===== src/rtl/riego_multizona_ctrl.sv =====
// Multi-zone irrigation controller: round-robin zone search, temperature-scaled watering time,
// latched dry-run alarm. Define RIEGO_ENFRIA_EN for a per-zone lock-out after each watering.
module riego_multizona_ctrl #(
    parameter int N_ZONAS  = 4,
    parameter int TEMP_W   = 3,
    parameter int CNT_W    = 8,
    parameter int TICK_DIV = 1,
    parameter int T_BASE   = 30,
    parameter int T_STEP   = 10,
    parameter int T_ENFRIA = 60
) (
    input  logic                       CLK,
    input  logic                       RST_N,
    input  logic                       ON,
    input  logic [N_ZONAS-1:0]         HUMEDAD,
    input  logic                       AGUA,
    input  logic                       BOMBA,
    input  logic [TEMP_W-1:0]          TEMP,
    output logic [N_ZONAS-1:0]         VALVULA,
    output logic                       BOMBA_ON,
    output logic [$clog2(N_ZONAS)-1:0] ZONA,
    output logic [CNT_W-1:0]           RESTANTE,
    output logic                       ALARMA
);
    localparam int          ZW      = $clog2(N_ZONAS);
    localparam int          PW      = (TICK_DIV > 1) ? $clog2(TICK_DIV) : 1;
    localparam int unsigned NZ      = N_ZONAS;
    localparam logic [31:0] DUR_MAX = (32'd1 << CNT_W) - 32'd1;

    typedef enum logic [1:0] {REPOSO, BUSCA, RIEGO, FALLO} estado_t;

    estado_t           state;
    logic [PW-1:0]     presc;
    logic [ZW-1:0]     ptr;
    logic [ZW-1:0]     sel;
    logic [ZW-1:0]     idx;
    int unsigned       pos;
    logic              found;
    logic              tick;
    logic              fallo_in;
    logic              expira;
    logic              salir;
    logic [31:0]       dur_full;
    logic [CNT_W-1:0]  dur;
    logic [N_ZONAS-1:0] bloq;

    always_comb begin
        tick     = (presc == PW'(TICK_DIV - 1));
        dur_full = 32'(T_BASE) + 32'(TEMP) * 32'(T_STEP);
        dur      = (dur_full > DUR_MAX) ? DUR_MAX[CNT_W-1:0] : dur_full[CNT_W-1:0];
        fallo_in = !AGUA || !BOMBA;
        expira   = tick && (RESTANTE == CNT_W'(1));
        salir    = (state == RIEGO) && (!ON || fallo_in || HUMEDAD[ZONA] || expira);
    end

    // Round-robin: scan PTR+1 .. PTR (wrapping), first dry and unlocked zone wins.
    always_comb begin
        found = 1'b0;
        sel   = ptr;
        pos   = 0;
        idx   = '0;
        for (int unsigned k = 1; k <= NZ; k++) begin
            pos = 32'(ptr) + k;
            if (pos >= NZ) pos = pos - NZ;
            idx = ZW'(pos);
            if (!found && !HUMEDAD[idx] && !bloq[idx]) begin
                found = 1'b1;
                sel   = idx;
            end
        end
    end

`ifdef RIEGO_ENFRIA_EN
    localparam int EW = $clog2(T_ENFRIA + 1);
    logic [EW-1:0] enfria [N_ZONAS];

    always_ff @(posedge CLK) begin
        for (int unsigned i = 0; i < NZ; i++) begin
            if (!RST_N) enfria[i] <= '0;
            else if (salir && ZONA == ZW'(i)) enfria[i] <= EW'(T_ENFRIA);
            else if (tick && enfria[i] != '0) enfria[i] <= enfria[i] - EW'(1);
        end
    end

    always_comb begin
        bloq = '0;
        for (int unsigned i = 0; i < NZ; i++) bloq[i] = (enfria[i] != '0);
    end
`else
    always_comb bloq = '0;
`endif

    always_ff @(posedge CLK) begin
        if (!RST_N) begin
            state    <= REPOSO;
            VALVULA  <= '0;
            BOMBA_ON <= 1'b0;
            ZONA     <= '0;
            RESTANTE <= '0;
            ALARMA   <= 1'b0;
            ptr      <= ZW'(N_ZONAS - 1);
            presc    <= '0;
        end else begin
            presc <= tick ? '0 : presc + PW'(1);
            case (state)
                REPOSO: if (ON && AGUA && BOMBA) state <= BUSCA;
                BUSCA: begin
                    if (!ON) state <= REPOSO;
                    else if (fallo_in) begin
                        state  <= FALLO;
                        ALARMA <= 1'b1;
                    end else if (found) begin
                        state    <= RIEGO;
                        ZONA     <= sel;
                        RESTANTE <= dur;
                        VALVULA  <= N_ZONAS'(1) << sel;
                        BOMBA_ON <= 1'b1;
                        presc    <= '0;
                    end
                end
                RIEGO: begin
                    if (salir) begin
                        VALVULA  <= '0;
                        BOMBA_ON <= 1'b0;
                        ptr      <= ZONA;
                        if (!ON) state <= REPOSO;
                        else if (fallo_in) begin
                            state  <= FALLO;
                            ALARMA <= 1'b1;
                        end else begin
                            // early stop and expiry together collapse into one normal exit
                            state <= BUSCA;
                            if (expira) RESTANTE <= '0;
                        end
                    end else if (tick) begin
                        RESTANTE <= RESTANTE - CNT_W'(1);
                    end
                end
                FALLO: if (!ON) begin
                    state  <= REPOSO;
                    ALARMA <= 1'b0;
                end
                default: state <= REPOSO;
            endcase
        end
    end
endmodule


===== config.mk =====
export PLATFORM = sky130hd
export DESIGN_NAME = riego_multizona_ctrl
export DESIGN_NICKNAME = d
export VERILOG_FILES = /design/src/rtl/riego_multizona_ctrl.sv
export SDC_FILE = /design/constraint.sdc
export NUM_CORES = 1
export LEC_CHECK = 0
export ABC_AREA = 0
export BUFFER_PORTS_ARGS = -buffer_cell sky130_fd_sc_hd__clkbuf_2
export CAP_MARGIN = 20
export CORE_MARGIN = 2
export CORE_UTILIZATION = 54
export DETAILED_ROUTE_END_ITERATION = 12
export PLACE_DENSITY_LB_ADDON = 0.12
export SETUP_SLACK_MARGIN = 0.4
export SLEW_MARGIN = 20
export SYNTH_ARGS = -nofsm -noshare
export SYNTH_HDL_FRONTEND = slang
export SYNTH_SLANG_ARGS = --single-unit

===== constraint.sdc =====
create_clock -name CLK -period 2.1 [get_ports CLK]
set_clock_uncertainty 0.2 [all_clocks]
set_input_delay 0.21 -clock CLK [delete_from_list [all_inputs] [get_ports CLK]]
set_output_delay 0.21 -clock CLK [all_outputs]
set_load 0.05 [all_outputs]

======== Word-level counts from Yosys, hierarchy flattened ========
Cells that the tools add are included.
storage, ports and cells
  output and inout port bits .............. 16
  bits of input ports ..................... 12
  word-level logic and storage cells ...... 155
  bits in registers ....................... 21
cells by class
  order comparisons ....................... 10
  add/sub/neg operators ................... 11
  multiplexer cells ....................... 69
  multiply operators ...................... 1
  shifts and indexed selects .............. 1
  equality and inequality tests ........... 15
  bitwise logic cells ..................... 2
  reductions and logical operators ........ 38
operator list
  kind                                                         count
  two-way mux 8 bit                                            9
  two-way mux 2 bit                                            16
  two-way mux 1 bit                                            26
  binary-select mux 1 bit (select 2 bit)                       9
  two-way mux 4 bit                                            4
  one-hot mux 8 bit (2 select lines)                           1
  less-than comparator 2 x 3 -> 1 bit (second input constant)  5
  logical NOT 1 bit                                            14
  != test 2 bit (second input constant)                        6
  != test 3 bit (second input constant)                        4
  logical AND 1 bit                                            11
  greater-or-equal comparator 3 bit (second input constant)    3
  adder 5 x 7 -> 8 bit (first input constant)                  1
  == test 8 x 1 -> 1 bit (second input constant)               1
  greater-than comparator 8 bit (second input constant)        1
  one-hot mux 2 bit (4 select lines)                           1
  one-hot mux 4 bit (2 select lines)                           1
  AND reduction 4 bit                                          2
  AND reduction 8 bit                                          1
  subtractor 2 x 1 -> 2 bit (second input constant)            4
  subtractor 8 x 1 -> 8 bit (second input constant)            1
  adder 2 x 2 -> 3 bit (second input constant)                 2
  multiplier 3 x 3 -> 6 bit (second input constant)            1
  AND reduction 5 bit                                          1
  17 further kinds                                             22

======== Longest topological paths before layout ========
Gate-level depths: netlist of the first run.
  depth after elaboration ................. 25
  depth in mapped cells ................... 8
  mapped depth without buffers ............ 8

======== Worst setup path before layout of the first run ========
OpenSTA, ideal clock, no wires.
  path kind ............................... reg2reg
  start ................................... register RESTANTE[0]
  end ..................................... register RESTANTE[6]
  data arrival time ....................... 2.027 ns
  required time ........................... 1.831 ns
  path buffers ............................ 0
  setup time .............................. 0.069 ns
  cell stages (with the launch flop) ...... 7
  clock period less this slack ............ 2.296 ns
  slack ................................... -0.196 ns
  cells stage by stage .................... dfxtp_1 > ha_1 > nor3b_2 > nand2_1 > a311o_1 > a211o_1 > o21ai_1
between the ends
  cells in the longest elaborated chain, start to end .. 6
  elaborated cells between the ends (all ways) .. 13
  classes of those cells .................. 1 x add/sub; 5 x eq/ne; 3 x mux; 4 x reduce/logical
RTL lines
  what                                                               RTL line  text
  start, declared                                                    22        output logic [CNT_W-1:0] RESTANTE,
  start signal, assigned                                             115       RESTANTE <= dur;
  start signal, assigned                                             136       RESTANTE <= RESTANTE - CNT_W'(1);
  branches (longest 6 deep; another with subtractor 8 x 1 -> 8 bit)  -
Parallel ways; which one is timed is not known. The select of a mux whose other input is x is not followed.
A chain may end at the register's enable or synchronous reset.

======== Worst setup path after layout of the first run ========
  start ................................... register ZONA[0]
  end ..................................... register RESTANTE[7]
between the ends
  cells in the longest elaborated chain, start to end .. 7
  elaborated cells between the ends (all ways) .. 12
  classes of those cells .................. 4 x eq/ne; 4 x mux; 4 x reduce/logical
RTL lines
  what                                                                                 RTL line  text
  start, declared                                                                      21        output logic [$clog2(N_ZONAS)-1:0] ZONA,
  start signal, assigned                                                               114       ZONA <= sel;
  binary-select mux 1 bit (select 2 bit) *                                             53        salir = (state == RIEGO) && (!ON || fallo_in || HUMEDAD[ZONA] || expira);
  two-way mux 1 bit (implied by the code) *                                            53
  logical OR 1 bit * (2 in a row)                                                      53
  logical AND 1 bit *                                                                  53
  != test 3 bit (no line) or two-way mux 8 bit (tied branches)                         -
  AND reduction 8 bit (no line) or one-hot mux 8 bit (2 select lines) (tied branches)  -
Every way passes the cells marked *; elsewhere a longest branch is shown, timed or not. The select of a mux whose other input is x is not followed.

==> summary.txt, run 1 <==
Run status
  – Outcome: complete, no violations

Power
  – Cell internal pwr: 0.634 mW
  – Power per cell area: 474 nW/um^2
  – Combinational fraction of design power: 17.7%
  – Seq pwr share: 44.8%
  – VDD IR max: 0.000458 V
  – Leak: 0.717 nW
  – Sw Ratio: 26.1%
  – Clock Power Share: 37.6%
  – P_sw: 0.224 mW

Synthesis
  – Mapped Cells: 163
  – Yosys cell types: 52
  – Post-Syn Nets: 181
  – Yosys top cell area share: 29.4%
  – Area leader, netlist: dfxtp_1
  – Avg Inst Size Synth: 8.37 um^2
  – Mapped Area: 1360 um^2
  – Seq/Total Area, Yosys: 29.4%
  – Synth Area in XOR/XNOR: 2.57%
  – Compound-Gate Fraction of Synth Area: 26.2%
  – Dominant cells by area after synthesis: dfxtp_1, ha_1, nand2_1
  – Ys async rst share: 0%
  – Number of enable flip-flop cells after synthesis: 0
  – Synth Flop Type: dfxtp_1
  – Main combinational cell family by area after synthesis: simple AND/OR/NAND/NOR gates
  – Warnings from Yosys: 0
  – Mux share of post-synthesis cell area: 4.04%
  – Simple-Gate Fraction of Synth Area: 28.4%
  – Synthesized flop and latch total: 20
  – Post-synthesis adder-cell area fraction: 5.50%

Routing
  – DRT Pass-1 Iters: 4
  – DR DRC count: 0
  – DR vias/cell: 6.33
  – WL per Instance: 16.1 um
  – DR vias: 1488
  – Wirelength, routed: 3.79 mm
  – Antenna Nets Post-Route: 0
  – Detailed Route Iter0 Violations: 36

STA
  – Pins Over Slew Limit: 0
  – RSZ-0062 raised after global routing: yes
  – Final worst-path cycle share: 95.5%
  – Setup violators final: 0
  – Slew @ Worst Pin: 0.426 ns
  – Max transition margin: 71.5%
  – Post-route minimum period: 2.01 ns
  – Setup_tns: 0 ns
  – Final hold vios: 0
  – Fmax: 499 MHz

Setup path
  – Worst Setup SP: ZONA[0]$_SDFFE_PN0P_
  – Crit path largest cell delay: 0.37 ns
  – Reg2reg end: RESTANTE[7]$_SDFFE_PN0P_
  – Worst path top cell family by delay: simple AND/OR/NAND/NOR gates
  – Reg2reg path depth: 6
  – Max FO, Critical Path: 4
  – Setup CP Type: reg -> reg
  – Reg2Reg Setup Slack: 0.09 ns
  – Cell Chain, Critical Path: buf_4, or3b_4, o22ai_4, nor4b_4, a21oi_1, o32ai_1
  – Crit start category: register
  – CP Depth: 6
  – Critical Path Sink: RESTANTE[7]$_SDFFE_PN0P_
  – Slowest stage cell, crit path: dfxtp_4
  – WP data arrival: 2.03 ns
  – Critical path buffer and inverter count: 1
  – Crit end category: register
  – Critical path required time: 2.12 ns
  – Worst R2R Start: ZONA[0]$_SDFFE_PN0P_

Layout
  – Layout Cells excl Fill: 235
  – Most frequent cells in the layout: clkbuf_2, nand2_1, a21oi_1, buf_4, dfxtp_1
  – Util after Layout: 74.4%
  – Diodes inserted: 0
  – Area growth from synthesis to layout: 32.7%
  – Share of cells above drive strength 1: 37.1%
  – FILL cells: 176
  – Nets: 224
  – Commonest non-fill, non-tap cell in the layout: clkbuf_2

Die
  – I/O pin cnt: 28
  – Die height: 54.3 um
  – Starting density of the core: 56.1%
  – Core area: 2430 um^2
  – Rows: 18
  – Area of the die: 2940 um^2
  – Die X: 54.3 um

Clocking
  – CTS tree: built
  – Skew-Pair Late Insertion Delay: 0.31 ns
  – Clock Sinks: 20
  – H-tree Lvls: 1
  – Root buf cell: clkbuf_4
  – Total CTS buffers: 3
  – CTS clock-pin slew for the worst setup and hold paths: 0.13 ns
  – Clock Path Buffers: 2

Min path
  – Hold Crit Class: in -> reg
  – Worst hold start: RST_N
  – Hold depth: 2

Global routing
  – Met3 usage in global routing: 5.46%
  – Pin count of the biggest net entering global routing: 19
  – First-pass GRT wire length: 5.88 mm
  – Vias in the first global route: 1343
  – Met2 Usage GRT: 46.8%
  – Initial antenna violation count: 0
  – GR peak layer: met2
  – GR Overflow Total: 0
  – Gr usage total: 28.2%
  – Met1 GRT Util: 32.3%

Place
  – Placed Instances: 219
  – GPL Wtd Cong: 0.933
  – Post-DP HPWL: 2.61 mm
  – Port Buf Inserts: 27

Run
  – Max Cap Viol: 0
[worst reg2reg max path, delay by kind of cell, from the launching register on]
family	cells	cell delay, ns
DFF	1	0.37
buffers and inverters	1	0.13
AOI/OAI and AO/OA	3	0.56
and+or+nand+nor	2	0.65
[layout make-up]
type	instances	area [um^2]	area share [%]
clock buffers	3	22.5	1.24
clock inverters	1	30.0	1.66
inverters	7	28.8	1.59
repair buffers	43	268	14.8
flip-flops and latches	20	424	23.4
multi-input cells	131	998	55.2
well taps	30	37.5	2.07
[cells by family after synthesis]
family          Yosys count
mux                       4
fa+ha+maj                 6
compound gates           50
simple gates             67
flops                    20
xor+xnor                  4
buf+inv                  12
[flip-flops by register name (all words and copies together), names as in the netlist]
signal	count
ZONA	2
BOMBA_ON	1
ALARMA	1
VALVULA	4
RESTANTE	8
ptr	2
state	2
[per-layer routing]
layer	part of all wire, %	up-vias
li1	-	709
met1	42	696
met2	49	64
met3	5.5	19
met4	3.9	0
met5	0	-
[synth_stat cells (all sizes together), types with 3 or more instances]
cell type and instances:
clkbuf 4, a311oi 3, o22ai 5, nand3 9, inv 6, a21oi 14, o21ai 6, nor3 6
xnor2 3, a31o 3, nand2b 6, nor2b 4, a211oi 4, ha 6, nand2 20, dfxtp 20
nor2 3, nor3b 4
[power groups by stage]
| stage | Sequential, mW | Clock (mW) | Combinational (mW) |
|---|---|---|---|
| floorplan | 0.400 | 0 | 0.0855 |
| global placement | 0.393 | 0 | 0.128 |
| detailed placement | 0.393 | 0 | 0.131 |
| CTS | 0.384 | 0.330 | 0.143 |
| global route | 0.385 | 0.345 | 0.163 |
| finish | 0.384 | 0.323 | 0.151 |
[worst min path at each step]
stage / endpoint / slack [ns]
floorplan: state[1]$_SDFFE_PN0P_ / 0.15
global route: ptr[0]$_SDFFE_PN1P_ / 0.13
global placement: BOMBA_ON$_SDFFE_PN0P_ / 0.26
detailed placement: BOMBA_ON$_SDFFE_PN0P_ / 0.27
finish: ptr[0]$_SDFFE_PN1P_ / 0.11
CTS: ptr[0]$_SDFFE_PN1P_ / 0.08
[per-stage QoR]
step	power [mW]	setup WS (ns)	cell area, um^2	hold slack, ns
6_report	0.858	0.0942	1810	0.105
4_1_cts	0.857	0.111	1770	0.0842
5_1_grt	0.894	-0.00470	1810	0.134
3_5_place_dp	0.524	0.0358	1590	0.270
2_1_floorplan	0.485	0.127	1420	0.151
3_3_place_gp	0.522	0.0987	1590	0.259
[timing repair]
action / in CTS / in global routing
cloned: 0 / 0
hold buffers: 2 / 0
buffers inserted: 9 / 1
endpoints found under the hold margin: 2 / 0
resized for setup: 10 / 7
pin swaps: 9 / 3
setup endpoints to repair: 17 / 19
(Power assumes the default switching activity.)
==> inputs of run 2 (changes only) <==
--- a/config.mk
+++ b/config.mk
@@ -9,7 +9,8 @@
 export BUFFER_PORTS_ARGS = -buffer_cell sky130_fd_sc_hd__clkbuf_2
 export CAP_MARGIN = 20
 export CORE_MARGIN = 2
-export CORE_UTILIZATION = 54
+export CORE_UTILIZATION = 55
+export CTS_BUF_LIST = sky130_fd_sc_hd__clkbuf_8
 export DETAILED_ROUTE_END_ITERATION = 12
 export PLACE_DENSITY_LB_ADDON = 0.12
 export SETUP_SLACK_MARGIN = 0.4
==> summary.txt, run 2 (synthesis gave the netlist of run 1 again) <==
Run status
  – Outcome: complete, no violations

Clocking
  – Skew-Pair Late Insertion Delay: 0.26 ns (-0.05 ns)
  – Clock Path Buffers: 2 (unchanged)
  – # hold bufs at CTS: 0 (-2)
  – Total CTS buffers: 3 (unchanged)
  – CTS tree: built
  – CTS clock-pin slew for the worst setup and hold paths: 0.08 ns (-0.05 ns)
  – Clock Sinks: 20 (unchanged)
  – H-tree Lvls: 1 (unchanged)
  – Root buf cell: clkbuf_8

Setup path
  – Crit start category: register
  – Crit end category: register
  – Critical path required time: 2.08 ns (-0.04 ns)
  – Worst R2R Start: ZONA[0]$_SDFFE_PN0P_
  – Reg2reg path depth: 6 (unchanged)
  – Setup CP Type: reg -> reg
  – WP data arrival: 2.00 ns (-0.03 ns)
  – Max FO, Critical Path: 5 (+1)
  – Reg2Reg Setup Slack: 0.08 ns (-0.02 ns)
  – Reg2reg end: RESTANTE[7]$_SDFFE_PN0P_

Die
  – Die X: 53.8 um (-0.85%)
  – Starting density of the core: 56.6% (+0.52 points)
  – I/O pin cnt: 28 (unchanged)
  – Rows: 18 (unchanged)
  – Die height: 53.8 um (-0.85%)
  – Core area: 2410 um^2 (-0.93%)
  – Area of the die: 2890 um^2 (-1.7%)

Layout
  – Nets: 228 (+1.8%)
  – Layout Cells excl Fill: 239 (+1.7%)
  – Area growth from synthesis to layout: 39.0%
  – Util after Layout: 78.7% (+4.3 points)
  – Share of cells above drive strength 1: 43.5% (+6.5 points)
  – Commonest non-fill, non-tap cell in the layout: clkbuf_2
  – Largest Register: RESTANTE
  – Most frequent cells in the layout: clkbuf_2, nand2_1, buf_4
  – Diodes inserted: 0 (unchanged)
  – Top Registers: RESTANTE (8), VALVULA (4)
  – Max reg flops: 8 (unchanged)

Global routing
  – Vias in the first global route: 1370 (+2.0%)
  – First-pass GRT wire length: 5.97 mm (+1.5%)
  – Initial antenna violation count: 0 (unchanged)
  – GR Overflow Total: 0 (unchanged)
  – Pin count of the biggest net entering global routing: 18 (-1)
  – Gr usage total: 28.5% (+0.34 points)

Place
  – Port Buf Inserts: 27 (unchanged)
  – Placed Instances: 220 (+0.46%)
  – Post-DP HPWL: 2.70 mm (+3.8%)
  – GPL Wtd Cong: 0.962 (+3.1%)
  – Worst slack, placed: -0.00237 ns (-0.0382 ns)

Routing
  – Antenna Nets Post-Route: 0 (unchanged)
  – DRT Pass-1 Iters: 4 (unchanged)
  – Wirelength, routed: 4.06 mm (+7.2%)
  – DR vias: 1513 (+1.7%)
  – Detailed Route Iter0 Violations: 66 (+83%)
  – DR vias/cell: 6.33 (about the same)
  – DR DRC count: 0 (unchanged)
  – WL per Instance: 17.0 um (+5.4%)

STA
  – Final hold vios: 0 (unchanged)
  – Hold slack final: 0.0607 ns (-0.0448 ns)
  – Fmax: 494 MHz (-0.83%)
  – Setup violators final: 0 (unchanged)
  – RSZ-0062 raised after global routing: yes
  – Post-route worst setup slack: 0.0774 ns (-0.0168 ns)
  – Final worst-path cycle share: 96.3% (+0.80 points)
  – Slew @ Worst Pin: 0.495 ns (+0.0690 ns)
  – Max transition margin: 66.7% (-4.8 points)
  – Pins Over Slew Limit: 0 (unchanged)
  – Post-route minimum period: 2.02 ns (+0.0168 ns)

Power
  – Power per cell area: 493 nW/um^2 (+3.9%)
  – VDD IR max: 0.000383 V (-16%)
  – Leak: 0.747 nW (+4.2%)

Run
  – Max Cap Viol: 0 (unchanged)

Min path
  – Worst hold start: ON
  – Hold depth: 3 (+1)
  – Hold path endpoint: state[0]$_SDFFE_PN0P_
  – Hold Crit Class: in -> reg
-- run 2: cell count changes in the layout (fill, tap and decap cells not counted), sizes merged --
cell,change
buf,+6
dlygate4sd3,-2
-- run 2: layer usage --
metal | vias up | routed length (um) | global-route usage [%]
li1 | 719 | - | -
met1 | 717 | 1680 | 34.2
met2 | 61 | 2020 | 48.6
met3 | 16 | 218 | 4.72
met4 | 0 | 148 | 14.5
met5 | - | 0 | 0
-- run 2: cell type report --
type	instances	area, um^2
flip-flops and latches	20	422
clock inverters	1	30.0
multi-input cells	131	1040
well taps	30	37.5
clock buffers	3	41.3
repair buffers	47	297
inverters	7	28.8
fillers	169	514
-- run 2: how the worst max path moves through the flow --
stage / start / slack [ns] / endpoint
floorplan: RESTANTE[1]$_SDFFE_PN0P_ / 0.13 / RESTANTE[4]$_SDFFE_PN0P_
finish: ZONA[0]$_SDFFE_PN0P_ / 0.08 / RESTANTE[7]$_SDFFE_PN0P_
global route: RESTANTE[1]$_SDFFE_PN0P_ / -0.01 / RESTANTE[1]$_SDFFE_PN0P_
CTS: ZONA[0]$_SDFFE_PN0P_ / 0.12 / RESTANTE[7]$_SDFFE_PN0P_
global placement: TEMP[0] / 0.1 / RESTANTE[6]$_SDFFE_PN0P_
detailed placement: TEMP[0] / -0.002 / RESTANTE[6]$_SDFFE_PN0P_
-- run 2: critical path: stages (launching register included) --
cell and delay, ns:
dfxtp_4 0.35, buf_4 0.13, or3b_4 0.37, o22ai_4 0.21, nor4b_4 0.31, a21oi_2 0.11, o32ai_2 0.25
-- run 2: timing repair --
action / CTS / global route
setup buffers: 7 / 8
resized for setup: 10 / 16
setup endpoints to repair: 19 / 19
pin swaps: 6 / 10
-- run 2: through the flow --
step	power [mW]	TNS [ns]	instance area (um^2)
2_1_floorplan	0.485	0	1420
3_3_place_gp	0.523	0	1600
3_5_place_dp	0.528	-0.00237	1600
4_1_cts	0.921	0	1770
5_1_grt	0.966	-0.0118	1900
6_report	0.934	0	1900
-- run 2: power by group --
| part | leakage [nW] | internal (mW) | total, mW | switching (mW) |
|---|---|---|---|---|
| clock | 0.0357 | 0.254 | 0.395 | 0.140 |
| combinational | 0.544 | 0.0622 | 0.155 | 0.0927 |
| sequential | 0.167 | 0.379 | 0.385 | 0.00636 |
==> inputs of run 3 (changes only) <==
--- a/config.mk
+++ b/config.mk
@@ -8,9 +8,9 @@
 export ABC_AREA = 0
 export BUFFER_PORTS_ARGS = -buffer_cell sky130_fd_sc_hd__clkbuf_2
 export CAP_MARGIN = 20
-export CORE_MARGIN = 2
 export CORE_UTILIZATION = 55
 export CTS_BUF_LIST = sky130_fd_sc_hd__clkbuf_8
+export CTS_CLUSTER_DIAMETER = 50
 export DETAILED_ROUTE_END_ITERATION = 12
 export PLACE_DENSITY_LB_ADDON = 0.12
 export SETUP_SLACK_MARGIN = 0.4
==> summary.txt, run 3 (synthesis gave the netlist of run 1 again) <==
Run status
  – Outcome: complete, no violations

STA
  – Max transition margin: 70.9% (+4.1 points)
  – RSZ-0062 raised after global routing: yes
  – Final hold vios: 0 (unchanged)
  – Final worst-path cycle share: 96.3% (about the same)
  – Setup violators final: 0 (unchanged)
  – Slew @ Worst Pin: 0.436 ns (-0.0590 ns)
  – Pins Over Slew Limit: 0 (unchanged)
  – Setup_tns: 0 ns (unchanged)
  – Post-route minimum period: 2.02 ns (-0.0000459 ns)
  – Fmax: 494 MHz (about the same)

Setup path
  – Cell Chain, Critical Path: inv_4, ha_4, nor3b_4, buf_4, a21oi_1, buf_4, nand4b_1, a211oi_2, a31o_1
  – Reg2reg path depth: 9 (+3)
  – Crit end category: register
  – WP data arrival: 2.03 ns (+0.03 ns)
  – Crit start category: register
  – Reg2Reg Setup Slack: 0.08 ns (about the same)
  – Worst Setup SP: RESTANTE[1]$_SDFFE_PN0P_
  – Setup CP Type: reg -> reg
  – Reg2reg end: RESTANTE[4]$_SDFFE_PN0P_
  – Max FO, Critical Path: 4 (-1)
  – Critical path buffer and inverter count: 3 (+2)
  – Slowest stage cell, crit path: dfxtp_4
  – Crit path largest cell delay: 0.37 ns (about the same)
  – Most Frequent Cell on Critical Path: buf_4
  – Worst R2R Start: RESTANTE[1]$_SDFFE_PN0P_
  – Critical path required time: 2.11 ns (+0.03 ns)
  – Worst path top cell family by delay: compound AO/OA/AOI/OAI gates

Clocking
  – Clock Path Buffers: 2 (unchanged)
  – # hold bufs at CTS: 0 (unchanged)
  – CTS tree: built
  – Total CTS buffers: 3 (unchanged)
  – H-tree Lvls: 1 (unchanged)
  – Root buf cell: clkbuf_8
  – CTS clock-pin slew for the worst setup and hold paths: 0.08 ns (about the same)
  – Clock Sinks: 20 (unchanged)
  – Skew-Pair Late Insertion Delay: 0.27 ns (about the same)

Layout
  – Diodes inserted: 0 (unchanged)
  – Top Registers: RESTANTE (8), VALVULA (4)
  – Area growth from synthesis to layout: 30.5%
  – Fin area: 1780 um^2 (-6.1%)
  – Util after Layout: 78.2% (-0.49 points)
  – Share of cells above drive strength 1: 38.3% (-5.2 points)
  – Commonest non-fill, non-tap cell in the layout: clkbuf_2
  – Nets: 220 (-3.5%)
  – Most frequent cells in the layout: clkbuf_2, nand2_1, a21oi_1, buf_4, dfxtp_1
  – Max reg flops: 8 (unchanged)
  – Largest Register: RESTANTE

Global routing
  – Vias in the first global route: 1248 (-8.9%)
  – First-pass GRT wire length: 5.84 mm (-2.1%)
  – Gr usage total: 29.7% (+1.2 points)
  – GR Overflow Total: 0 (unchanged)
  – Pin count of the biggest net entering global routing: 18 (unchanged)
  – Initial antenna violation count: 0 (unchanged)

Min path
  – Hold depth: 3 (unchanged)
  – Worst hold start: ON
  – Hold Crit Class: in -> reg
  – Hold path endpoint: state[1]$_SDFFE_PN0P_

Die
  – Die height: 51.8 um (-3.7%)
  – Starting density of the core: 59.9% (+3.3 points)
  – Rows: 17 (-1)
  – Area of the die: 2680 um^2 (-7.3%)
  – Die X: 51.8 um (-3.7%)
  – I/O pin cnt: 28 (unchanged)
  – Core area: 2280 um^2 (-5.6%)

Place
  – Post-DP Area: 1600 um^2 (-0.16%)
  – Post-DP HPWL: 2.61 mm (-3.6%)
  – Port Buf Inserts: 27 (unchanged)
  – GPL Wtd Cong: 0.901 (-6.3%)

Power
  – Power per cell area: 471 nW/um^2 (-4.4%)
  – VDD IR max: 0.000630 V (+65%)
  – Total power draw: 0.838 mW (-10%)
  – Leak: 0.691 nW (-7.5%)

Routing
  – Detailed Route Iter0 Violations: 44 (-33%)
  – DR vias: 1484 (-1.9%)
  – WL per Instance: 17.5 um (+3.2%)
  – Antenna Nets Post-Route: 0 (unchanged)
  – Wirelength, routed: 4.02 mm (-1.1%)
  – DR DRC count: 0 (unchanged)
  – DRT Pass-1 Iters: 4 (unchanged)
  – DR vias/cell: 6.48 (+2.4%)

Run
  – Max Cap Viol: 0 (unchanged)
[run 3: changes by cell type in the layout (fill, tap and decap cells not counted), moves of 2 or more]
| cell | before | now |
|---|---|---|
| o32ai_2 | 2 | 0 |
| buf_4 | 17 | 11 |
| a21oi_2 | 6 | 2 |
| o32ai_1 | 0 | 2 |
| buf_6 | 3 | 1 |
| a21oi_1 | 7 | 11 |
[run 3: report_power, final]
part	total [mW]	internal, mW	switching [mW]
logic	0.146	0.0580	0.0882
registers	0.386	0.379	0.00688
clock network	0.306	0.167	0.139
[run 3: layer usage]
metal  share of wire, %  up-vias  GRT usage (%)
met2                 49       67           48.9
met5                  0        -              0
met4                1.9        0           13.1
met3                7.8       11           3.22
met1                 41      705           38.9
li1                   -      701              -
[run 3: what timing repair did]
action	CTS	global route
setup buffers	4	3
endpoints found under the setup margin	17	19
pin swaps	6	7
gates resized for setup	4	14
[run 3: layout make-up]
cell class                 count  area (um^2)
sequential                    20          423
fill                         154          497
inverter                       7         28.8
timing repair buffer          39          229
multi-input combinational    131         1010
tap                           28         35.0
clock buffer                   4         55.1
[run 3: through the flow]
stage,setup WS (ns),cells,hold WS [ns]
global route,0.0167,229,0.0400
detailed placement,0.00920,218,0.273
finish,0.0775,229,0.0301
CTS,0.109,226,0.0145
floorplan,0.127,163,0.151
global placement,0.0855,218,0.261
[run 3: worst min-delay path, delay by kind of cell]
kind | cells | cell delay, ns
buffers and inverters | 1 | 0.12
AND/OR/NAND/NOR | 1 | 0.09
AO/OA/AOI/OAI | 1 | 0.04
[run 3: how the worst max path moves through the flow]
stage          cells past startpoint                  endpoint  slack [ns]
2_1_floorplan                      7  RESTANTE[4]$_SDFFE_PN0P_        0.13
3_3_place_gp                       8  RESTANTE[6]$_SDFFE_PN0P_        0.09
3_5_place_dp                       8  RESTANTE[6]$_SDFFE_PN0P_       0.009
4_1_cts                            4  RESTANTE[6]$_SDFFE_PN0P_        0.11
5_1_grt                            7  RESTANTE[6]$_SDFFE_PN0P_        0.02
6_report                           9  RESTANTE[4]$_SDFFE_PN0P_        0.08
